`src/rtl/issue_scoreboard_pkg.sv`:
```
// Shared types and constants for the dual-issue scoreboard stage.
package issue_scoreboard_pkg;
  localparam int NUM_REGS   = 32;
  localparam int REG_ADDR_W = 5;

  typedef logic [REG_ADDR_W-1:0] reg_addr_t;

  typedef enum logic {
    ISSUE_PAIR = 1'b0,
    HOLD_B     = 1'b1
  } issue_state_t;
endpackage

```
`src/rtl/issue_scoreboard_if.sv`:
```
// Decode / writeback / execute signal bundle for issue_scoreboard.
interface issue_scoreboard_if;
  import issue_scoreboard_pkg::*;

  logic      pair_valid_i;
  logic      pair_ready_o;
  logic      A_valid_i;
  logic      B_valid_i;
  reg_addr_t A_rs1_addr_i;
  reg_addr_t A_rs2_addr_i;
  reg_addr_t A_rd_addr_i;
  logic      A_rd_write_i;
  reg_addr_t B_rs1_addr_i;
  reg_addr_t B_rs2_addr_i;
  reg_addr_t B_rd_addr_i;
  logic      B_rd_write_i;
  logic      exec_stall_i;
  logic      flush_i;
  reg_addr_t A_wb_addr_i;
  reg_addr_t B_wb_addr_i;
  logic      A_wb_write_i;
  logic      B_wb_write_i;
  logic      A_issue_o;
  logic      B_issue_o;
  reg_addr_t A_rs1_addr_o;
  reg_addr_t A_rs2_addr_o;
  reg_addr_t B_rs1_addr_o;
  reg_addr_t B_rs2_addr_o;
  logic      A_ex_valid_o;
  logic      B_ex_valid_o;
  reg_addr_t A_ex_rd_o;
  reg_addr_t B_ex_rd_o;
  logic      A_ex_rd_write_o;
  logic      B_ex_rd_write_o;

  modport master (
    output pair_valid_i, A_valid_i, B_valid_i,
           A_rs1_addr_i, A_rs2_addr_i, A_rd_addr_i, A_rd_write_i,
           B_rs1_addr_i, B_rs2_addr_i, B_rd_addr_i, B_rd_write_i,
           exec_stall_i, flush_i,
           A_wb_addr_i, B_wb_addr_i, A_wb_write_i, B_wb_write_i,
    input  pair_ready_o, A_issue_o, B_issue_o,
           A_rs1_addr_o, A_rs2_addr_o, B_rs1_addr_o, B_rs2_addr_o,
           A_ex_valid_o, B_ex_valid_o, A_ex_rd_o, B_ex_rd_o,
           A_ex_rd_write_o, B_ex_rd_write_o
  );

  modport slave (
    input  pair_valid_i, A_valid_i, B_valid_i,
           A_rs1_addr_i, A_rs2_addr_i, A_rd_addr_i, A_rd_write_i,
           B_rs1_addr_i, B_rs2_addr_i, B_rd_addr_i, B_rd_write_i,
           exec_stall_i, flush_i,
           A_wb_addr_i, B_wb_addr_i, A_wb_write_i, B_wb_write_i,
    output pair_ready_o, A_issue_o, B_issue_o,
           A_rs1_addr_o, A_rs2_addr_o, B_rs1_addr_o, B_rs2_addr_o,
           A_ex_valid_o, B_ex_valid_o, A_ex_rd_o, B_ex_rd_o,
           A_ex_rd_write_o, B_ex_rd_write_o
  );
endinterface

```
`src/rtl/issue_scoreboard_hazard_check.sv`:
```
// Per-slot RAW/WAW check against the effective busy vector; x0 never hazards.
module issue_hazard_check
  import issue_scoreboard_pkg::*;
(
  input  reg_addr_t           i_rs1,
  input  reg_addr_t           i_rs2,
  input  reg_addr_t           i_rd,
  input  logic                i_rd_write,
  input  logic [NUM_REGS-1:0] i_busy_eff,
  output logic                o_hazard
);
  logic w_rs1_haz;
  logic w_rs2_haz;
  logic w_rd_haz;

  assign w_rs1_haz = (i_rs1 != '0) && i_busy_eff[i_rs1];
  assign w_rs2_haz = (i_rs2 != '0) && i_busy_eff[i_rs2];
  assign w_rd_haz  = i_rd_write && (i_rd != '0) && i_busy_eff[i_rd];
  assign o_hazard  = w_rs1_haz || w_rs2_haz || w_rd_haz;
endmodule

```
`src/rtl/issue_scoreboard.sv`:
```
// Dual-issue stage: busy scoreboard, in-order A/B issue decision, and
// execute-valid strobes registered to line up with register-file read data.
//
//   state      | meaning
//   -----------+------------------------------------------------------
//   ISSUE_PAIR | both slots of the presented pair are still live
//   HOLD_B     | A already issued; only B remains, A inputs ignored
module issue_scoreboard
  import issue_scoreboard_pkg::*;
(
  input  logic              clock_i,
  input  logic              reset_n_i,
  issue_scoreboard_if.slave bus
);
  issue_state_t        r_state;
  issue_state_t        w_next_state;
  logic [NUM_REGS-1:0] r_busy;
  logic [NUM_REGS-1:0] w_clr_mask;
  logic [NUM_REGS-1:0] w_set_mask;
  logic [NUM_REGS-1:0] w_busy_eff;
  logic                w_en;
  logic                w_haz_a;
  logic                w_haz_b;
  logic                w_intra;
  logic                w_a_issue;
  logic                w_b_issue;
  logic                w_pair_ready;
  logic                r_a_ex_valid;
  logic                r_b_ex_valid;
  reg_addr_t           r_a_ex_rd;
  reg_addr_t           r_b_ex_rd;
  logic                r_a_ex_rd_write;
  logic                r_b_ex_rd_write;

  // Writeback data bypasses into the same-cycle read, so clears unblock now.
  always_comb begin
    w_clr_mask = '0;
    if (bus.A_wb_write_i && (bus.A_wb_addr_i != '0)) w_clr_mask[bus.A_wb_addr_i] = 1'b1;
    if (bus.B_wb_write_i && (bus.B_wb_addr_i != '0)) w_clr_mask[bus.B_wb_addr_i] = 1'b1;
  end

  assign w_busy_eff = r_busy & ~w_clr_mask;
  assign w_en       = bus.pair_valid_i && !bus.exec_stall_i && !bus.flush_i;

  issue_hazard_check u_haz_a (
    .i_rs1      (bus.A_rs1_addr_i),
    .i_rs2      (bus.A_rs2_addr_i),
    .i_rd       (bus.A_rd_addr_i),
    .i_rd_write (bus.A_rd_write_i),
    .i_busy_eff (w_busy_eff),
    .o_hazard   (w_haz_a)
  );

  issue_hazard_check u_haz_b (
    .i_rs1      (bus.B_rs1_addr_i),
    .i_rs2      (bus.B_rs2_addr_i),
    .i_rd       (bus.B_rd_addr_i),
    .i_rd_write (bus.B_rd_write_i),
    .i_busy_eff (w_busy_eff),
    .o_hazard   (w_haz_b)
  );

  assign w_intra = bus.A_valid_i && bus.A_rd_write_i && (bus.A_rd_addr_i != '0) &&
                   ((bus.A_rd_addr_i == bus.B_rs1_addr_i) ||
                    (bus.A_rd_addr_i == bus.B_rs2_addr_i) ||
                    (bus.B_rd_write_i && (bus.A_rd_addr_i == bus.B_rd_addr_i)));

  always_comb begin
    w_a_issue    = 1'b0;
    w_b_issue    = 1'b0;
    w_pair_ready = 1'b0;
    w_next_state = r_state;
    if (!reset_n_i) begin
      w_next_state = ISSUE_PAIR;
    end else if (bus.flush_i) begin
      w_pair_ready = 1'b1;
      w_next_state = ISSUE_PAIR;
    end else begin
      case (r_state)
        ISSUE_PAIR: begin
          w_a_issue    = w_en && bus.A_valid_i && !w_haz_a;
          w_b_issue    = w_en && bus.B_valid_i && !w_haz_b && !w_intra &&
                         (w_a_issue || !bus.A_valid_i);
          w_pair_ready = w_en && (w_a_issue || !bus.A_valid_i) &&
                         (w_b_issue || !bus.B_valid_i);
          if (w_a_issue && bus.B_valid_i && !w_b_issue) w_next_state = HOLD_B;
        end
        HOLD_B: begin
          w_b_issue    = w_en && bus.B_valid_i && !w_haz_b;
          w_pair_ready = w_en && (w_b_issue || !bus.B_valid_i);
          if (w_pair_ready) w_next_state = ISSUE_PAIR;
        end
        default: w_next_state = ISSUE_PAIR;
      endcase
    end
  end

  always_comb begin
    w_set_mask = '0;
    if (w_a_issue && bus.A_rd_write_i && (bus.A_rd_addr_i != '0)) w_set_mask[bus.A_rd_addr_i] = 1'b1;
    if (w_b_issue && bus.B_rd_write_i && (bus.B_rd_addr_i != '0)) w_set_mask[bus.B_rd_addr_i] = 1'b1;
  end

  always_ff @(posedge clock_i or negedge reset_n_i) begin
    if (!reset_n_i) begin
      r_state         <= ISSUE_PAIR;
      r_busy          <= '0;
      r_a_ex_valid    <= 1'b0;
      r_b_ex_valid    <= 1'b0;
      r_a_ex_rd       <= '0;
      r_b_ex_rd       <= '0;
      r_a_ex_rd_write <= 1'b0;
      r_b_ex_rd_write <= 1'b0;
    end else begin
      r_state         <= w_next_state;
      r_busy          <= (r_busy & ~w_clr_mask) | w_set_mask;
      r_a_ex_valid    <= w_a_issue;
      r_b_ex_valid    <= w_b_issue;
      r_a_ex_rd_write <= w_a_issue && bus.A_rd_write_i;
      r_b_ex_rd_write <= w_b_issue && bus.B_rd_write_i;
      if (w_a_issue) r_a_ex_rd <= bus.A_rd_addr_i;
      if (w_b_issue) r_b_ex_rd <= bus.B_rd_addr_i;
    end
  end

  assign bus.A_issue_o       = w_a_issue;
  assign bus.B_issue_o       = w_b_issue;
  assign bus.pair_ready_o    = w_pair_ready;
  assign bus.A_rs1_addr_o    = bus.A_rs1_addr_i;
  assign bus.A_rs2_addr_o    = bus.A_rs2_addr_i;
  assign bus.B_rs1_addr_o    = bus.B_rs1_addr_i;
  assign bus.B_rs2_addr_o    = bus.B_rs2_addr_i;
  assign bus.A_ex_valid_o    = r_a_ex_valid;
  assign bus.B_ex_valid_o    = r_b_ex_valid;
  assign bus.A_ex_rd_o       = r_a_ex_rd;
  assign bus.B_ex_rd_o       = r_b_ex_rd;
  assign bus.A_ex_rd_write_o = r_a_ex_rd_write;
  assign bus.B_ex_rd_write_o = r_b_ex_rd_write;
endmodule

```
`src/flat_wrapper.sv`:
```
// flat-port wrapper written by rule: the top's interface ports become plain ports
module issue_scoreboard_flat import issue_scoreboard_pkg::*;
  (clock_i, reset_n_i, bus_pair_valid_i, bus_A_valid_i, bus_B_valid_i, bus_A_rs1_addr_i, bus_A_rs2_addr_i, bus_A_rd_addr_i, bus_A_rd_write_i, bus_B_rs1_addr_i, bus_B_rs2_addr_i, bus_B_rd_addr_i, bus_B_rd_write_i, bus_exec_stall_i, bus_flush_i, bus_A_wb_addr_i, bus_B_wb_addr_i, bus_A_wb_write_i, bus_B_wb_write_i, bus_pair_ready_o, bus_A_issue_o, bus_B_issue_o, bus_A_rs1_addr_o, bus_A_rs2_addr_o, bus_B_rs1_addr_o, bus_B_rs2_addr_o, bus_A_ex_valid_o, bus_B_ex_valid_o, bus_A_ex_rd_o, bus_B_ex_rd_o, bus_A_ex_rd_write_o, bus_B_ex_rd_write_o);
  issue_scoreboard_if bus_i ();
  input  logic clock_i;
  input  logic reset_n_i;
  input wire logic [$bits(bus_i.pair_valid_i)-1:0] bus_pair_valid_i;
  input wire logic [$bits(bus_i.A_valid_i)-1:0] bus_A_valid_i;
  input wire logic [$bits(bus_i.B_valid_i)-1:0] bus_B_valid_i;
  input wire logic [$bits(bus_i.A_rs1_addr_i)-1:0] bus_A_rs1_addr_i;
  input wire logic [$bits(bus_i.A_rs2_addr_i)-1:0] bus_A_rs2_addr_i;
  input wire logic [$bits(bus_i.A_rd_addr_i)-1:0] bus_A_rd_addr_i;
  input wire logic [$bits(bus_i.A_rd_write_i)-1:0] bus_A_rd_write_i;
  input wire logic [$bits(bus_i.B_rs1_addr_i)-1:0] bus_B_rs1_addr_i;
  input wire logic [$bits(bus_i.B_rs2_addr_i)-1:0] bus_B_rs2_addr_i;
  input wire logic [$bits(bus_i.B_rd_addr_i)-1:0] bus_B_rd_addr_i;
  input wire logic [$bits(bus_i.B_rd_write_i)-1:0] bus_B_rd_write_i;
  input wire logic [$bits(bus_i.exec_stall_i)-1:0] bus_exec_stall_i;
  input wire logic [$bits(bus_i.flush_i)-1:0] bus_flush_i;
  input wire logic [$bits(bus_i.A_wb_addr_i)-1:0] bus_A_wb_addr_i;
  input wire logic [$bits(bus_i.B_wb_addr_i)-1:0] bus_B_wb_addr_i;
  input wire logic [$bits(bus_i.A_wb_write_i)-1:0] bus_A_wb_write_i;
  input wire logic [$bits(bus_i.B_wb_write_i)-1:0] bus_B_wb_write_i;
  output wire logic [$bits(bus_i.pair_ready_o)-1:0] bus_pair_ready_o;
  output wire logic [$bits(bus_i.A_issue_o)-1:0] bus_A_issue_o;
  output wire logic [$bits(bus_i.B_issue_o)-1:0] bus_B_issue_o;
  output wire logic [$bits(bus_i.A_rs1_addr_o)-1:0] bus_A_rs1_addr_o;
  output wire logic [$bits(bus_i.A_rs2_addr_o)-1:0] bus_A_rs2_addr_o;
  output wire logic [$bits(bus_i.B_rs1_addr_o)-1:0] bus_B_rs1_addr_o;
  output wire logic [$bits(bus_i.B_rs2_addr_o)-1:0] bus_B_rs2_addr_o;
  output wire logic [$bits(bus_i.A_ex_valid_o)-1:0] bus_A_ex_valid_o;
  output wire logic [$bits(bus_i.B_ex_valid_o)-1:0] bus_B_ex_valid_o;
  output wire logic [$bits(bus_i.A_ex_rd_o)-1:0] bus_A_ex_rd_o;
  output wire logic [$bits(bus_i.B_ex_rd_o)-1:0] bus_B_ex_rd_o;
  output wire logic [$bits(bus_i.A_ex_rd_write_o)-1:0] bus_A_ex_rd_write_o;
  output wire logic [$bits(bus_i.B_ex_rd_write_o)-1:0] bus_B_ex_rd_write_o;
  assign bus_i.pair_valid_i = bus_pair_valid_i;
  assign bus_i.A_valid_i = bus_A_valid_i;
  assign bus_i.B_valid_i = bus_B_valid_i;
  assign bus_i.A_rs1_addr_i = bus_A_rs1_addr_i;
  assign bus_i.A_rs2_addr_i = bus_A_rs2_addr_i;
  assign bus_i.A_rd_addr_i = bus_A_rd_addr_i;
  assign bus_i.A_rd_write_i = bus_A_rd_write_i;
  assign bus_i.B_rs1_addr_i = bus_B_rs1_addr_i;
  assign bus_i.B_rs2_addr_i = bus_B_rs2_addr_i;
  assign bus_i.B_rd_addr_i = bus_B_rd_addr_i;
  assign bus_i.B_rd_write_i = bus_B_rd_write_i;
  assign bus_i.exec_stall_i = bus_exec_stall_i;
  assign bus_i.flush_i = bus_flush_i;
  assign bus_i.A_wb_addr_i = bus_A_wb_addr_i;
  assign bus_i.B_wb_addr_i = bus_B_wb_addr_i;
  assign bus_i.A_wb_write_i = bus_A_wb_write_i;
  assign bus_i.B_wb_write_i = bus_B_wb_write_i;
  assign bus_pair_ready_o = bus_i.pair_ready_o;
  assign bus_A_issue_o = bus_i.A_issue_o;
  assign bus_B_issue_o = bus_i.B_issue_o;
  assign bus_A_rs1_addr_o = bus_i.A_rs1_addr_o;
  assign bus_A_rs2_addr_o = bus_i.A_rs2_addr_o;
  assign bus_B_rs1_addr_o = bus_i.B_rs1_addr_o;
  assign bus_B_rs2_addr_o = bus_i.B_rs2_addr_o;
  assign bus_A_ex_valid_o = bus_i.A_ex_valid_o;
  assign bus_B_ex_valid_o = bus_i.B_ex_valid_o;
  assign bus_A_ex_rd_o = bus_i.A_ex_rd_o;
  assign bus_B_ex_rd_o = bus_i.B_ex_rd_o;
  assign bus_A_ex_rd_write_o = bus_i.A_ex_rd_write_o;
  assign bus_B_ex_rd_write_o = bus_i.B_ex_rd_write_o;
  issue_scoreboard u_core (.clock_i(clock_i), .reset_n_i(reset_n_i), .bus(bus_i));
endmodule
```
`config.mk`:
```
export PLATFORM = sky130hd
export DESIGN_NAME = issue_scoreboard_flat
export DESIGN_NICKNAME = d
export VERILOG_FILES = /design/src/rtl/issue_scoreboard_pkg.sv /design/src/rtl/issue_scoreboard_if.sv /design/src/rtl/issue_scoreboard_hazard_check.sv /design/src/rtl/issue_scoreboard.sv /design/src/flat_wrapper.sv
export SDC_FILE = /design/constraint.sdc
export NUM_CORES = 1
export LEC_CHECK = 0
export CAP_MARGIN = 40
export CORE_MARGIN = 1.5
export CORE_UTILIZATION = 40
export CTS_CLUSTER_SIZE = 8
export DETAILED_ROUTE_END_ITERATION = 10
export GPL_TIMING_DRIVEN = 0
export PLACE_DENSITY = 0.64
export SLEW_MARGIN = 20
export SYNTH_ARGS = -nofsm -noshare
export SYNTH_HDL_FRONTEND = slang
export SYNTH_SLANG_ARGS = --single-unit
```
`constraint.sdc`:
```
create_clock -name clock_i -period 8.3 [get_ports clock_i]
set_input_delay 1.245 -clock clock_i [delete_from_list [all_inputs] [get_ports clock_i]]
set_output_delay 1.245 -clock clock_i [all_outputs]
set_load 0.01 [all_outputs]
```
## Word level (Yosys, flattened, before mapping)

Index checks and enable logic that the tools add are counted.

| storage, ports and cells | value |
|---|---|
| flip-flop bits (word level) | 47 |
| latch bits | 0 |
| RAM bits | 0 |
| ROM bits | 0 |
| output and inout port bits | 37 |
| memories | 0 |

| cells by class | value |
|---|---|
| add/subtract/negate cells | 0 |
| multipliers | 0 |
| divide/modulo/power cells | 0 |
| order comparisons | 12 |
| equal/unequal tests | 3 |
| shift-type cells | 0 |
| muxes and demuxes | 38 |
| bitwise operators | 6 |
| reductions and logical operators | 60 |

Operators with widths:

| operator | number |
|---|---|
| 32-bit 2-to-1 mux | 4 |
| 32-bit OR | 3 |
| 5-bit by 6-bit less-than comparator with 1-bit output, second input constant | 8 |
| 5-bit nonzero test | 8 |
| 1-bit logical AND | 35 |
| 32-bit bitwise AND | 1 |
| 32-bit NOT | 1 |
| 1-bit binary-select mux with 5-bit select | 6 |
| 1-bit 2-to-1 mux | 21 |
| 1-bit demux with 5-bit select | 4 |
| 5-bit by 1-bit >= comparator with 1-bit output, second input constant | 4 |
| 5-bit equality test | 3 |
| 1-bit logical OR | 9 |
| 1-bit logical NOT | 8 |
| 1-bit one-hot mux with 2 select lines | 3 |
| 1-bit NOT | 1 |

## Depth between registers and ports, before layout

| depth | value |
|---|---|
| word-level depth | 25 |
| depth in mapped cells | 13 |
| mapped depth without buffers | 10 |

## By module

A second synthesis with hierarchy kept.

| second synthesis, totals | value |
|---|---|
| cells, all modules | 514 |
| area, all modules | 4842.1 µm² |

By module, submodules not included:

| module | times used | cells an instance | area each (µm²) | sequential area each (µm²) |
|---|---|---|---|---|
| issue_scoreboard | 1 | 362 | 3198.1 | 1176.1 |
| issue_hazard_check | 2 | 76 | 822.0 | 0.0 |

## Least setup slack after synthesis

OpenSTA, ideal clock, no wires.

| timing path | value |
|---|---|
| path kind | in2out |
| from | input bus_B_wb_addr_i[3] |
| to | output bus_B_issue_o |
| arrival | 3.863 ns |
| required time | 7.055 ns |
| slack | 3.192 ns |
| stages | 10 |
| buffers on the path | 2 |
| cells stage by stage | buf_2 -> or4b_4 -> o221ai_4 -> o22ai_1 -> or4_1 -> o31ai_1 -> a21oi_1 -> a2111o_1 -> nor4_2 -> buf_2 |

| between the ends | value |
|---|---|
| cells in the longest elaborated chain, start to end | 20 |

RTL lines:

| what | line | RTL |
|---|---|---|
| start, declared | flat_wrapper.sv:21 | `input wire logic [$bits(bus_i.B_wb_addr_i)-1:0] bus_B_wb_addr_i;` |
| 5-bit by 6-bit less-than comparator with 1-bit output (implied by the code) / 5-bit by 1-bit >= comparator with 1-bit output (equally long branches) | issue_scoreboard.sv:39 | `if (bus.B_wb_write_i && (bus.B_wb_addr_i != '0)) w_clr_mask[bus.B_wb_addr_i] = 1'b1;` |
| 1-bit logical AND (implied by the code) | issue_scoreboard.sv:39 |  |
| 1-bit 2-to-1 mux (implied by the code) | issue_scoreboard.sv:39 |  |
| 1-bit demux with 5-bit select | n/a |  |
| 32-bit OR (no line) | n/a |  |
| 32-bit 2-to-1 mux (*) | issue_scoreboard.sv:39 |  |
| 32-bit NOT (*) | issue_scoreboard.sv:42 | `assign w_busy_eff = r_busy & ~w_clr_mask;` |
| 32-bit bitwise AND (*) | issue_scoreboard.sv:42 |  |
| [... 3 more ...] | n/a |  |
| 1-bit logical OR (2 in a row) | issue_scoreboard_hazard_check.sv:19 | `assign o_hazard = w_rs1_haz \|\| w_rs2_haz \|\| w_rd_haz;` |
| 1-bit logical NOT (on tied branches) | issue_scoreboard.sv:82, issue_scoreboard.sv:89, issue_scoreboard.sv:81 |  |
| 1-bit logical AND (on tied branches) | issue_scoreboard.sv:82, issue_scoreboard.sv:89, issue_scoreboard.sv:81 |  |
| 1-bit logical AND / 1-bit logical OR (equally long branches) | issue_scoreboard.sv:82, issue_scoreboard.sv:83 |  |
| 1-bit logical AND | issue_scoreboard.sv:82 | `w_b_issue = w_en && bus.B_valid_i && !w_haz_b && !w_intra &&` |
| 1-bit one-hot mux with 2 select lines (*) | issue_scoreboard.sv:79 | `case (r_state)` |
| 1-bit 2-to-1 mux (*) | issue_scoreboard.sv:75 | `end else if (bus.flush_i) begin` |
| 1-bit 2-to-1 mux (*) | issue_scoreboard.sv:73 | `if (!reset_n_i) begin` |
| end, declared | flat_wrapper.sv:26 | `output wire logic [$bits(bus_i.B_issue_o)-1:0] bus_B_issue_o;` |

Every way passes the cells marked *; elsewhere a longest branch is shown, timed or not. The select of a mux whose other input is x is not followed.

## Final worst setup path

| timing path | value |
|---|---|
| from | input bus_B_wb_addr_i[2] |
| to | output bus_B_issue_o |

Same word-level chain as after synthesis.

==> impl_results.md <==
- Status: complete, no violations
- Finished Cell Area: 6700 sq um
- Die ar.: 14100 sq um
- Vias in the first global route: 6271
- # nets final: 837
- TritonCTS clock tree: done
- Row count: 42
- Mapped Avg Cell Area: 7.89 sq um
- Setup violators final: 0
- DRT Pass-1 Iters: 6
- Unique cell type count in the Yosys netlist: 75
- Critical Path Sink Type: output port
- Max rail drop VDD: 0.0739 mV
- Final Cycle Share: 85.7%
- Post-Syn Area: 5340 sq um
- CTS root buf: clkbuf_16
- Syn Inst Count: 677
- Tmin final: 7.11 ns
- Hold WC Path Type: flip-flop to flip-flop
- Slew HR: 36.0%
- Worst slack, placed: 1.33 ns
- Seq/Total Area, Yosys: 22.0%
- Slew Limit Fails: 0
- R2r endpoint: u_core.r_busy[26]$_DFF_PN0_
- Layout filler cell count: 1291
- Area grow syn2layout: 25.5%
- # resized after CTS: 0
- Fraction of layout cells with a size suffix above 1: 13.6%
- Initial DRC Count: 998
- Max cap viols: 0
- Via count: 6721
- Synth Register Bits: 47
- Fmax: 141 MHz
- Port Buffer Count: 80
- Remaining global-route overflow: 0
- FFs w/ async S/R, synth: 100%
- Footprint of the multi-input gates: 3720 sq um
- Post-CTS Setup Bufs: 0
- Ys flop type: dfrtp_1
- Yosys synthesis warning count: 0
- Largest net degree at the start of global routing: 33
- I/O pins: 88
- Critical R2R Launch: u_core.r_busy[9]$_DFF_PN0_
- Die width: 119 microns
- Static Leak: 2.45 nW
- DR WL/cell: 26.5 microns
- Clock latency on the worst-skew pair: 0.30 ns
- Setup TNS: 0 ns
- Post-place instance area: 6540 sq um
- WS Path Type: primary input to output port
- Global-route wire length before repair: 37900 microns
- R2R depth: 10
- Worst slew pin tran: 0.959 ns
- Vias per cell: 6.97
- Worst clock skew: 0.00811 ns
- Post-route ant nets: 0
- WP data arrival: 5.87 ns
- DP Wirelength: 19400 microns
- Worst setup path endpoint: bus_B_issue_o
- Setup slack after layout: 1.19 ns
- Critical Path Start Type: primary input
- Clock slew at reported path FFs: 0.07 ns
- Core ar.: 13100 sq um
- CTS buffer count: 5
- Hold buffers post-CTS: 0
- Initial antenna violation count: 0
- Final Power: 0.679 mW
- EDFF count, synth: 0
- Flop2flop setup slack: 4.76 ns
- GRT Util Overall: 35.6%
- Bufs on Longest Clock Path: 2
- Hold Vio Cnt, Final: 0
- DRC: 0
- CTS sink count: 47
- Sequential Area: 1180 sq um
- RSZ-0062 raised after global routing: no
- CP max FO: 11
- Power Dens Cells: 101 nW/um^2
- Worst setup startpoint: bus_B_wb_addr_i[2]
- Drt total wl: 25500 microns
- Initial core utilization: 40.7%
- CP required: 7.05 ns
- Max H-tree Level: 2
- Syn nets: 728
- Die height: 119 microns
- GP Congestion: 1.06
-- critical path, stage by stage --
cell and delay (ns):
clkdlybuf4s50_1 0.53, nand2b_1 0.25, clkbuf_1 0.31, o221ai_1 0.83, nor2_1 0.07, a2111oi_0 0.43
a221oi_1 0.17, a211o_1 0.38, o41a_1 0.35, nor4_2 0.31, buf_2 0.37, clkdlybuf4s50_1 0.60
-- layout by cell type, fill, tap and decap left out, drive strengths merged, types with 6 or more instances in the layout --
cell / instances
o22ai: 8
nand4b: 6
nor3b: 6
nand3: 34
o221ai: 41
a32oi: 8
o211ai: 8
nor3: 20
o2111ai: 9
a31o: 31
or2: 7
clkdlybuf4s50: 79
a211oi: 8
and2: 9
o41ai: 10
nand4bb: 6
clkbuf: 43
o21ai: 40
buf: 65
nand2: 42
xor2: 10
nor2b: 11
a21oi: 14
a31oi: 7
nand4: 21
mux2i: 13
nand2b: 8
mux2: 14
nand3b: 6
xnor2: 6
inv: 20
dfrtp: 47
nor2: 52
-- area by class of cell --
| cell class | count | share of cell area, % |
|---|---|---|
| diodes | 1 | 0.0373 |
| plain buffers | 80 | 6.01 |
| clock buffers | 5 | 1.87 |
| clock inverters | 3 | 0.373 |
| inverters | 20 | 1.12 |
| multi-input cells | 530 | 55.5 |
| flip-flops and latches | 47 | 17.5 |
| well taps | 176 | 3.28 |
| repair buffers | 102 | 14.3 |
-- per-stage QoR --
stage	instances	utilization, %	hold WS (ns)
after floorplan	677	-	0.493
after global placement	933	48.4	0.470
after detailed placement	953	49.8	0.480
after CTS	961	50.9	0.496
after global routing	963	51.0	0.513
final	964	51.0	0.492
-- how the worst min path moves through the flow --
stage                                        start  slack, ns                                  end  cells past startpoint
6_report       u_core.bus.B_ex_rd_o[2]$_DFFE_PN0P_       0.49  u_core.bus.B_ex_rd_o[2]$_DFFE_PN0P_                      1
2_1_floorplan           u_core.r_busy[0]$_DFF_PN0_       0.49           u_core.r_busy[0]$_DFF_PN0_                      1
3_3_place_gp   u_core.bus.A_ex_rd_o[0]$_DFFE_PN0N_       0.47  u_core.bus.A_ex_rd_o[0]$_DFFE_PN0N_                      2
5_1_grt        u_core.bus.B_ex_rd_o[2]$_DFFE_PN0P_       0.51  u_core.bus.B_ex_rd_o[2]$_DFFE_PN0P_                      1
4_1_cts        u_core.bus.B_ex_rd_o[2]$_DFFE_PN0P_       0.50  u_core.bus.B_ex_rd_o[2]$_DFFE_PN0P_                      1
3_5_place_dp   u_core.bus.B_ex_rd_o[2]$_DFFE_PN0P_       0.48  u_core.bus.B_ex_rd_o[2]$_DFFE_PN0P_                      1
-- routing by layer --
metal / share of wire, % / global-route usage (%) / wire, microns
met5: 0 / 0 / 0
met4: 6.4 / 21.8 / 1630
met3: 11 / 8.20 / 2760
met2: 45 / 55.1 / 11400
met1: 38 / 45.0 / 9730
-- registers in the layout, summed over array words and instances (netlist names) --
signal and flops:
u_core.bus.A_ex_rd_write_o 1, u_core.r_state 1, u_core.bus.B_ex_rd_write_o 1, u_core.bus.B_ex_valid_o 1, u_core.bus.A_ex_rd_o 5, u_core.r_busy 32
u_core.bus.A_ex_valid_o 1, u_core.bus.B_ex_rd_o 5
-- cell families after synthesis --
logic type	share of synthesized area (%)
AND/OR/NAND/NOR	25.7
flip-flops	22.0
multiplexers	7.07
XOR/XNOR	2.62
AO/OA/AOI/OAI	33.7
buffers and inverters	8.94
-- synthesized netlist by cell type, types with 11 or more instances --
master,count,area (sq um)
nor2_1,52,195
dfrtp_1,47,1180
nand2_1,42,158
o21ai_0,39,195
o221ai_1,39,342
clkbuf_1,36,135
nand3_1,34,170
buf_4,21,158
nand4_1,21,131
a31o_1,20,175
nor3_1,20,100
inv_1,18,67.6
a21oi_1,14,70.1
buf_1,14,52.6
mux2i_1,13,130
a31o_2,11,96.3
nor2b_1,11,68.8
-- power breakdown --
part           leakage [nW]  switching (mW)  internal [mW]
logic                  1.72           0.131         0.0938
registers             0.652         0.00385          0.237
clock network        0.0708          0.0999          0.114
(Power assumes the default switching activity.)
